[src/rtl/rr_mux_reg_if.sv]
// -----------------------------------------------------------------------------
// rr_mux_reg_if
//
// This interface carries the bus signals of the rr_mux_reg N:1 channel
// selector. The clock and reset are not part of it.
//
//   mode      : 0 = direct select, 1 = round-robin arbitration
//   sel       : channel index used in direct mode
//   in_valid  : per-channel valid
//   in_data   : packed channel data, channel i at [i*WIDTH +: WIDTH]
//   in_ready  : per-channel ready (combinational)
//   out_valid : the output register holds data
//   out_data  : registered winner data
//   out_sel   : index of the channel that produced out_data
//   out_ready : the consumer accepts the output
//
// Modports:
//   master : producers/consumer side (drives the inputs, observes the outputs)
//   slave  : the rr_mux_reg block itself
// -----------------------------------------------------------------------------
interface rr_mux_reg_if #(
  parameter int WIDTH = 32,
  parameter int N_IN  = 8,
  parameter int SEL_W = $clog2(N_IN)
);
  logic                    mode;
  logic [SEL_W-1:0]        sel;
  logic [N_IN-1:0]         in_valid;
  logic [N_IN*WIDTH-1:0]   in_data;
  logic [N_IN-1:0]         in_ready;
  logic                    out_valid;
  logic [WIDTH-1:0]        out_data;
  logic [SEL_W-1:0]        out_sel;
  logic                    out_ready;

  modport master (
    output mode, sel, in_valid, in_data, out_ready,
    input  in_ready, out_valid, out_data, out_sel
  );

  modport slave (
    input  mode, sel, in_valid, in_data, out_ready,
    output in_ready, out_valid, out_data, out_sel
  );
endinterface

[src/rtl/rr_mux_reg.sv]
// -----------------------------------------------------------------------------
// rr_mux_reg
//
// This block selects one of N_IN valid/ready input channels and registers
// the winner into a single-entry output stage with a valid/ready handshake.
//   - Direct mode (mode=0): the external sel picks the channel. This behaves
//     like a plain N:1 mux followed by one register stage.
//   - Round-robin mode (mode=1): the block grants the first requesting
//     channel at or after rr_ptr, wrapping modulo N_IN. After each transfer,
//     rr_ptr moves to the channel just past the winner.
//
// The output stage reloads whenever it is empty or being drained in the
// same cycle. This allows one transfer per cycle with no bubbles.
//
// Ports:
//   clk        : rising-edge clock
//   rst_n      : asynchronous active-low reset
//   bus        : rr_mux_reg_if.slave (mode, sel, in_valid, in_data, in_ready,
//                out_valid, out_data, out_sel, out_ready)
//   clr_count  : synchronous clear of xfer_count   (RR_MUX_PERF_EN only)
//   xfer_count : saturating output-handshake count (RR_MUX_PERF_EN only)
//
// Optional feature:
//   When RR_MUX_PERF_EN is defined, the block adds the 16-bit xfer_count
//   output and the clr_count input. If the macro is undefined, neither
//   port exists and the block has no counter logic.
// -----------------------------------------------------------------------------
module rr_mux_reg #(
  parameter int WIDTH = 32,
  parameter int N_IN  = 8,
  parameter int SEL_W = $clog2(N_IN)
) (
  input  logic               clk,
  input  logic               rst_n,
  rr_mux_reg_if.slave        bus
`ifdef RR_MUX_PERF_EN
  ,
  input  logic               clr_count,
  output logic [15:0]        xfer_count
`endif
);

  // The round-robin search indexes through a power-of-two padded copy of
  // in_valid. This keeps every index of SEL_W bits in range.
  localparam int NPAD = 1 << SEL_W;

  // ---------------------------------------------------------------------------
  // State
  // ---------------------------------------------------------------------------
  logic               out_valid_reg;
  logic [WIDTH-1:0]   out_data_reg;
  logic [SEL_W-1:0]   out_sel_reg;
  logic [SEL_W-1:0]   rr_ptr_reg;

  // ---------------------------------------------------------------------------
  // Combinational grant path
  // ---------------------------------------------------------------------------
  logic [WIDTH-1:0]   ch_data [N_IN];
  logic [NPAD-1:0]    valid_pad;
  logic               load_en;
  logic               sel_in_range;
  logic               rr_found;
  logic [SEL_W-1:0]   rr_gnt;
  logic [SEL_W:0]     rr_cand;
  logic [SEL_W-1:0]   rr_ptr_next;
  logic [SEL_W-1:0]   gnt;
  logic               gnt_ok;
  logic [N_IN-1:0]    gnt_oh;
  logic [N_IN-1:0]    in_ready_int;
  logic [WIDTH-1:0]   gnt_data;
  logic               xfer;
  logic               out_hs;

  // The output stage can accept new data when it is empty, or when its
  // current entry leaves in this same cycle.
  assign load_en = !out_valid_reg || bus.out_ready;
  assign out_hs  = out_valid_reg && bus.out_ready;

  assign valid_pad = NPAD'(bus.in_valid);

  // In direct mode, a sel value at or above N_IN grants nothing. When N_IN
  // is a power of two, no such sel value exists.
  generate
    if (N_IN == (1 << SEL_W)) begin : g_sel_full
      assign sel_in_range = 1'b1;
    end else begin : g_sel_part
      assign sel_in_range = ({1'b0, bus.sel} < (SEL_W+1)'(N_IN));
    end
  endgenerate

  // Round-robin search: the first valid channel in the order rr_ptr,
  // rr_ptr+1, ..., wrapping at N_IN. The search uses one extra bit and
  // subtracts N_IN explicitly. This keeps the wrap correct for N_IN values
  // that are not a power of two.
  always_comb begin
    rr_found = 1'b0;
    rr_gnt   = '0;
    rr_cand  = '0;
    for (int k = 0; k < N_IN; k++) begin
      rr_cand = {1'b0, rr_ptr_reg} + (SEL_W+1)'(k);
      if (rr_cand >= (SEL_W+1)'(N_IN)) begin
        rr_cand = rr_cand - (SEL_W+1)'(N_IN);
      end
      if (!rr_found && valid_pad[rr_cand[SEL_W-1:0]]) begin
        rr_found = 1'b1;
        rr_gnt   = rr_cand[SEL_W-1:0];
      end
    end
  end

  // The pointer advance past the winner, with an explicit wrap to zero.
  assign rr_ptr_next = (rr_gnt == SEL_W'(N_IN - 1)) ? '0 : rr_gnt + SEL_W'(1);

  // A mode change takes effect on the grant of the same cycle.
  assign gnt    = bus.mode ? rr_gnt   : bus.sel;
  assign gnt_ok = bus.mode ? rr_found : sel_in_range;

  // Per-channel slicing, one-hot grant and ready. In direct mode, ready
  // never looks at in_valid. In round-robin mode, in_valid reaches ready
  // only through the grant.
  generate
    for (genvar gi = 0; gi < N_IN; gi++) begin : g_ch
      assign ch_data[gi]      = bus.in_data[gi*WIDTH +: WIDTH];
      assign gnt_oh[gi]       = gnt_ok && (gnt == SEL_W'(gi));
      assign in_ready_int[gi] = load_en && gnt_oh[gi];
    end
  endgenerate

  assign bus.in_ready = in_ready_int;

  // AND-OR data mux driven by the one-hot grant.
  always_comb begin
    gnt_data = '0;
    for (int i = 0; i < N_IN; i++) begin
      if (gnt_oh[i]) begin
        gnt_data = gnt_data | ch_data[i];
      end
    end
  end

  assign xfer = |(bus.in_valid & in_ready_int);

  // ---------------------------------------------------------------------------
  // Output register and round-robin pointer
  // ---------------------------------------------------------------------------
  always_ff @(posedge clk or negedge rst_n) begin
    if (!rst_n) begin
      out_valid_reg <= 1'b0;
      out_data_reg  <= '0;
      out_sel_reg   <= '0;
      rr_ptr_reg    <= '0;
    end else begin
      if (xfer) begin
        out_valid_reg <= 1'b1;
        out_data_reg  <= gnt_data;
        out_sel_reg   <= gnt;
      end else if (out_hs) begin
        // The entry drains. data and sel keep their last values.
        out_valid_reg <= 1'b0;
      end
      // The pointer moves only on round-robin transfers. Direct-mode
      // traffic leaves it where it was.
      if (xfer && bus.mode) begin
        rr_ptr_reg <= rr_ptr_next;
      end
    end
  end

  assign bus.out_valid = out_valid_reg;
  assign bus.out_data  = out_data_reg;
  assign bus.out_sel   = out_sel_reg;

`ifdef RR_MUX_PERF_EN
  // ---------------------------------------------------------------------------
  // Output handshake counter. It saturates at 16'hFFFF, and clear wins
  // over increment.
  // ---------------------------------------------------------------------------
  logic [15:0] xfer_count_reg;

  always_ff @(posedge clk or negedge rst_n) begin
    if (!rst_n) begin
      xfer_count_reg <= '0;
    end else if (clr_count) begin
      xfer_count_reg <= '0;
    end else if (out_hs && (xfer_count_reg != 16'hFFFF)) begin
      xfer_count_reg <= xfer_count_reg + 16'd1;
    end
  end

  assign xfer_count = xfer_count_reg;
`endif

endmodule

[src/flat_wrapper.sv]
// flat-port wrapper written by rule: the top's interface ports become plain ports
module rr_mux_reg_flat 
#(
  parameter int WIDTH = 32,
  parameter int N_IN  = 8,
  parameter int SEL_W = $clog2(N_IN)
)
  (clk, rst_n, bus_mode, bus_sel, bus_in_valid, bus_in_data, bus_out_ready, bus_in_ready, bus_out_valid, bus_out_data, bus_out_sel);
  rr_mux_reg_if #(.WIDTH(WIDTH), .N_IN(N_IN), .SEL_W(SEL_W)) bus_i ();
  input  logic clk;
  input  logic rst_n;
  input wire logic [$bits(bus_i.mode)-1:0] bus_mode;
  input wire logic [$bits(bus_i.sel)-1:0] bus_sel;
  input wire logic [$bits(bus_i.in_valid)-1:0] bus_in_valid;
  input wire logic [$bits(bus_i.in_data)-1:0] bus_in_data;
  input wire logic [$bits(bus_i.out_ready)-1:0] bus_out_ready;
  output wire logic [$bits(bus_i.in_ready)-1:0] bus_in_ready;
  output wire logic [$bits(bus_i.out_valid)-1:0] bus_out_valid;
  output wire logic [$bits(bus_i.out_data)-1:0] bus_out_data;
  output wire logic [$bits(bus_i.out_sel)-1:0] bus_out_sel;
  assign bus_i.mode = bus_mode;
  assign bus_i.sel = bus_sel;
  assign bus_i.in_valid = bus_in_valid;
  assign bus_i.in_data = bus_in_data;
  assign bus_i.out_ready = bus_out_ready;
  assign bus_in_ready = bus_i.in_ready;
  assign bus_out_valid = bus_i.out_valid;
  assign bus_out_data = bus_i.out_data;
  assign bus_out_sel = bus_i.out_sel;
  rr_mux_reg #(.WIDTH(WIDTH), .N_IN(N_IN), .SEL_W(SEL_W)) u_core (.clk(clk), .rst_n(rst_n), .bus(bus_i));
endmodule
[config.mk]
export PLATFORM = sky130hd
export DESIGN_NAME = rr_mux_reg_flat
export DESIGN_NICKNAME = d
export VERILOG_FILES = /design/src/rtl/rr_mux_reg_if.sv /design/src/rtl/rr_mux_reg.sv /design/src/flat_wrapper.sv
export SDC_FILE = /design/constraint.sdc
export NUM_CORES = 1
export LEC_CHECK = 0
export CAP_MARGIN = 10
export CORE_AREA = 2 2 121 123
export DETAILED_ROUTE_END_ITERATION = 10
export DIE_AREA = 0 0 123 125
export DONT_BUFFER_PORTS = 1
export GPL_ROUTABILITY_DRIVEN = 0
export SYNTH_ARGS = -nofsm -noshare
export SYNTH_HDL_FRONTEND = slang
export SYNTH_SLANG_ARGS = --single-unit
export TNS_END_PERCENT = 5
[constraint.sdc]
create_clock -name clk -period 4.82 [get_ports clk]
set_input_delay 0.964 -clock clk [delete_from_list [all_inputs] [get_ports clk]]
set_output_delay 0.964 -clock clk [all_outputs]
set_load 0.02 [all_outputs]
Word-level counts from Yosys, hierarchy flattened
Cells that the tools add are included.

Input port bits: 271. RAM bits: 0. Output and inout port bits: 44. ROM bits: 0. Flip-flop bits (word level): 39. Memories: 0. Bits in latches: 0. Logic and storage cells: 142.

$add $sub $neg: 16. Mux-type cells: 53. $mul: 0. $lt $le $gt $ge: 16. Bitwise operators: 8. Equality and inequality tests: 8. Reduce and logical (&&, ||, !) cells: 37. Divide/modulo/power cells: 0. Shift-type cells: 0.

Operators with widths (count): $mux W32 (8); $or A32 B32 Y32 (7); $mux W3 (18); $lt A3 B4 Y1 const B (8); $ge A4 B4 Y1 const B (7); $logic_and A1 B1 Y1 (25); $bmux W1 S3 (8); $sub A3 B1 Y3 const B (8); $mux W1 (19); $add A3 B3 Y4 const B (4); $eq A3 B3 Y1 const B (5); $add A3 B2 Y4 const B (2); $and A8 B8 Y8 (1); $logic_not A1 Y1 (8); $reduce_or A8 Y1 (1); $eq A3 B2 Y1 const B (2); $add A3 B1 Y4 const B (1); $ge A3 B4 Y1 const B (1); $add A3 B1 Y3 const B (1); $eq A3 B1 Y1 const B (1); $logic_not A3 Y1 (1); $reduce_bool A2 Y1 (1); $logic_or A1 B1 Y1 (1).

Depth between registers and ports, before layout
Depth after elaboration: 44. Gate-level depth with buffers: 18. Depth with buffers taken out: 12.

Worst setup path after synthesis
Ideal clock, no wire load.

Kind: register -> output. Start point: register u_core.rr_ptr_reg[1]. End point: output bus_in_ready[5]. Data required time: 3.856 ns. Data arrival time: 3.828 ns. Buffers on the path: 4. Setup slack: 0.028 ns. Stages on the path, launching flop included: 15. Cells stage by stage: dfrtp_1 clkbuf_1 clkinv_1 ha_1 buf_6 mux2_2 a221oi_2 a32oi_2 or3_1 a21oi_1 o22a_1 buf_2 clkbuf_1 nand2_1 nor2_1.

Cells in the longest elaborated chain, start to end: 30. Elaborated cells between the ends (all ways): 82. Those cells by class: 15 x add/sub; 8 x order compare; 1 x eq/ne; 42 x mux; 16 x reduce/logical.

Ends and longest elaborated chain: start, declared (RTL line rr_mux_reg.sv:53) `logic [SEL_W-1:0] rr_ptr_reg;`; start signal, assigned (RTL line rr_mux_reg.sv:164) `rr_ptr_reg <= rr_ptr_next;`; parallel branches: the longest is 28 deep, another holds $add A3 B1 Y4; $logic_and A1 B1 Y1 (*) (RTL line rr_mux_reg.sv:124) `assign gnt_oh[gi] = gnt_ok && (gnt == SEL_W'(gi));`; $logic_and A1 B1 Y1 (*) (RTL line rr_mux_reg.sv:125) `assign in_ready_int[gi] = load_en && gnt_oh[gi];`; end, declared (RTL line flat_wrapper.sv:17) `output wire logic [$bits(bus_i.in_ready)-1:0] bus_in_ready;`.

Every way passes the cells marked *. The select of a mux whose other input is x is not followed.

Worst setup path in the final report
Start point: register u_core.rr_ptr_reg[1]. End point: output bus_in_ready[6].

Same word-level chain as after synthesis.

==> impl_metrics.tcl <==
set metrics [dict create \
    grt_overflow 0 \
    die_h_um 125 \
    cts_buffers 5 \
    vias 4897 \
    firstDrtPassIters 6 \
    coreArea_um2 14200 \
    antenna_found_initial 0 \
    cp_max_fo 8 \
    num_rows 44 \
    yosys_warnings 0 \
    slew_viol_final 0 \
    grt_start_max_net_pins 40 \
    peakVddDrop_uv 397 \
    ant_nets 0 \
    grt_pass1_wl_um 28300 \
    ios 315 \
    dr.first_iter.drc_count 704 \
    area_growth_pct 10.1 \
    largest_reg_flops 32 \
    hold_ws_ns 0.360 \
    synth_seq_cells 39 \
    antenna_cells 0 \
    grt_util_all_layers 0.242 \
    wire_per_inst_um 28.6 \
    setup_viol 0 \
    clk_pin_slew_ns 0.06 \
    required_ns 3.86 \
    hold_viol 0 \
    p_leak_nw 2.01 \
    synthArstFlopShare 1.00 \
    maxSlewHeadroom 0.533 \
    arrival_ns 3.73 \
    finalNonFillerCells 686 \
    vias_per_cell 7.14 \
    skew_ns 0.00781 \
    synth_cell_types 67 \
    cts-root-buf "clkbuf_16" \
    ys_top_cells_by_count "50 x mux2_2, 47 x nand2_1, 39 x dfrtp_1, 39 x inv_1, 36 x clkbuf_1" \
    synth_edf_count 0 \
    die_area_um2 15400 \
    insertion_delay_ns 0.29 \
    cts_tree "done" \
    worst_pin_slew_ns 0.700 \
    end_kind "primary output" \
    grt_pass1_vias 4749 \
    syn_avg_cell_area_um2 9.42 \
    yosys-top-cells-area "dfrtp_1 20%, mux2_2 12%, mux2_4 9.3%" \
    max_freq_mhz 213 \
    drive_gt1_frac 0.319 \
    final_util 0.376 \
    period_minus_slack_ns 4.69 \
    yosysSeqAreaShare 0.201 \
    synth_most_common_cell "mux2_2" \
    clock-sinks 39 \
    die_w_um 123 \
    drc_errors 0 \
    syn_nets 790 \
    synth_ff_type "dfrtp_1" \
    finalCritPeriodShare 0.973 \
    initial_utilization 0.341 \
    status "complete, no violations" \
    cap_violations 0 \
    dp.cells 674 \
    syn-cell-area_um2 4850 \
    power_density_nw_per_um2 1010 \
    dpl.hpwl_um 15200 \
    hold_buffers 0 \
    nets 777 \
    drt-total-wl_um 19600 \
    clock_path_buffers 2 \
    synthCells 515 \
    cp-start-kind "register" \
    synth_top_area_cell "dfrtp_1" \
    netlist.area_leader.share 0.201 \
    htreeDepth 2 \
    hp-class "input port to asynchronous set/reset pin" \
    port_buffers 0 \
    critPathKind "register to primary output" \
]
[logic make-up after synthesis]
group           share of synthesized area
flops                               0.201
fa+ha+maj                          0.0103
mux                                 0.298
compound gates                      0.263
simple gates                        0.129
xor+xnor                          0.00361
buf+inv                            0.0947
[layout make-up]
cell class	count	area (um^2)
Clock buffer	6	139
Fill cell	1433	8860
Tap cell	184	230
Clock inverter	1	5.00
Multi-Input combinational cell	383	3540
Sequential cell	39	976
Timing Repair Buffer	33	302
Inverter	40	150
[metrics by stage]
stage	TNS, ns	worst slack, ns	power [mW]	instance area [um^2]
final	0	0.131	5.38	5340
after detailed placement	0	0.138	4.81	5060
after global placement	0	0.215	4.69	5060
after global routing	-0.0636	-0.0248	5.69	5340
after floorplan	0	0.0283	3.90	4850
after CTS	0	0.0122	5.18	5210
[layout by cell type (no fill, tap or decap), drive strengths merged, types with 5 or more instances in the layout]
cell | Yosys | final
o211ai | 34 | 34
buf | 16 | 33
a221oi | 36 | 36
o21ai | 6 | 6
inv | 39 | 39
a222oi | 31 | 31
nor2 | 14 | 14
nand2 | 47 | 47
mux2i | 15 | 15
mux2 | 80 | 80
nor4 | 31 | 31
and3 | 5 | 5
nand3 | 5 | 5
dfrtp | 39 | 39
and2 | 5 | 5
clkbuf | 37 | 6
mux4 | 12 | 12
[power by group]
group          leakage (nW)  internal [mW]  switching [mW]  total (mW)
clock                0.0727          0.202           0.139       0.342
combinational          1.47           1.95            2.19        4.14
sequential            0.472          0.507           0.395       0.902
[metal layers]
layer  track usage  up-vias  wire length (um)
met4        0.0889        0               659
li1              -     2045                 -
met1         0.299     2381              7310
met2         0.411      417              9710
met5             0        -                 0
met3        0.0520       54              1920
[repair_timing]
action	in CTS	in global routing
endpoints found under the setup margin	7	9
buffers inserted	0	5
pin swaps	1	4
gates resized for setup	3	16
[path summary, 6_finish.rpt]
path | to | startpoint | depth (start not counted) | slack (ns)
worst max-delay path | bus_in_ready[6] | u_core.rr_ptr_reg[1] | 12 | 0.13
worst min-delay path | u_core.bus.out_sel[1] | rst_n | 0 | 0.36
worst max register to register | u_core.bus.out_data[23] | u_core.rr_ptr_reg[2] | 13 | 0.17
worst min register to register | u_core.bus.out_data[3] | u_core.bus.out_data[3] | 1 | 0.67
max in group asynchronous | u_core.bus.out_data[14] | rst_n | 0 | 4.36
min in group clk | u_core.bus.out_data[3] | u_core.bus.out_data[3] | 1 | 0.67
[critical path, cell delays in order, from the launching register on]
cell       delay, ns
dfrtp_1         0.35
clkinv_1        0.15
ha_4            0.38
buf_4           0.16
mux2i_1         0.10
mux4_2          0.53
a2111oi_1       0.40
nor4b_1         0.14
or3_4           0.42
a31o_2          0.29
or2_4           0.26
nor2_1          0.11
buf_4           0.15
No activity file was read; power rests on OpenSTA's default activity.
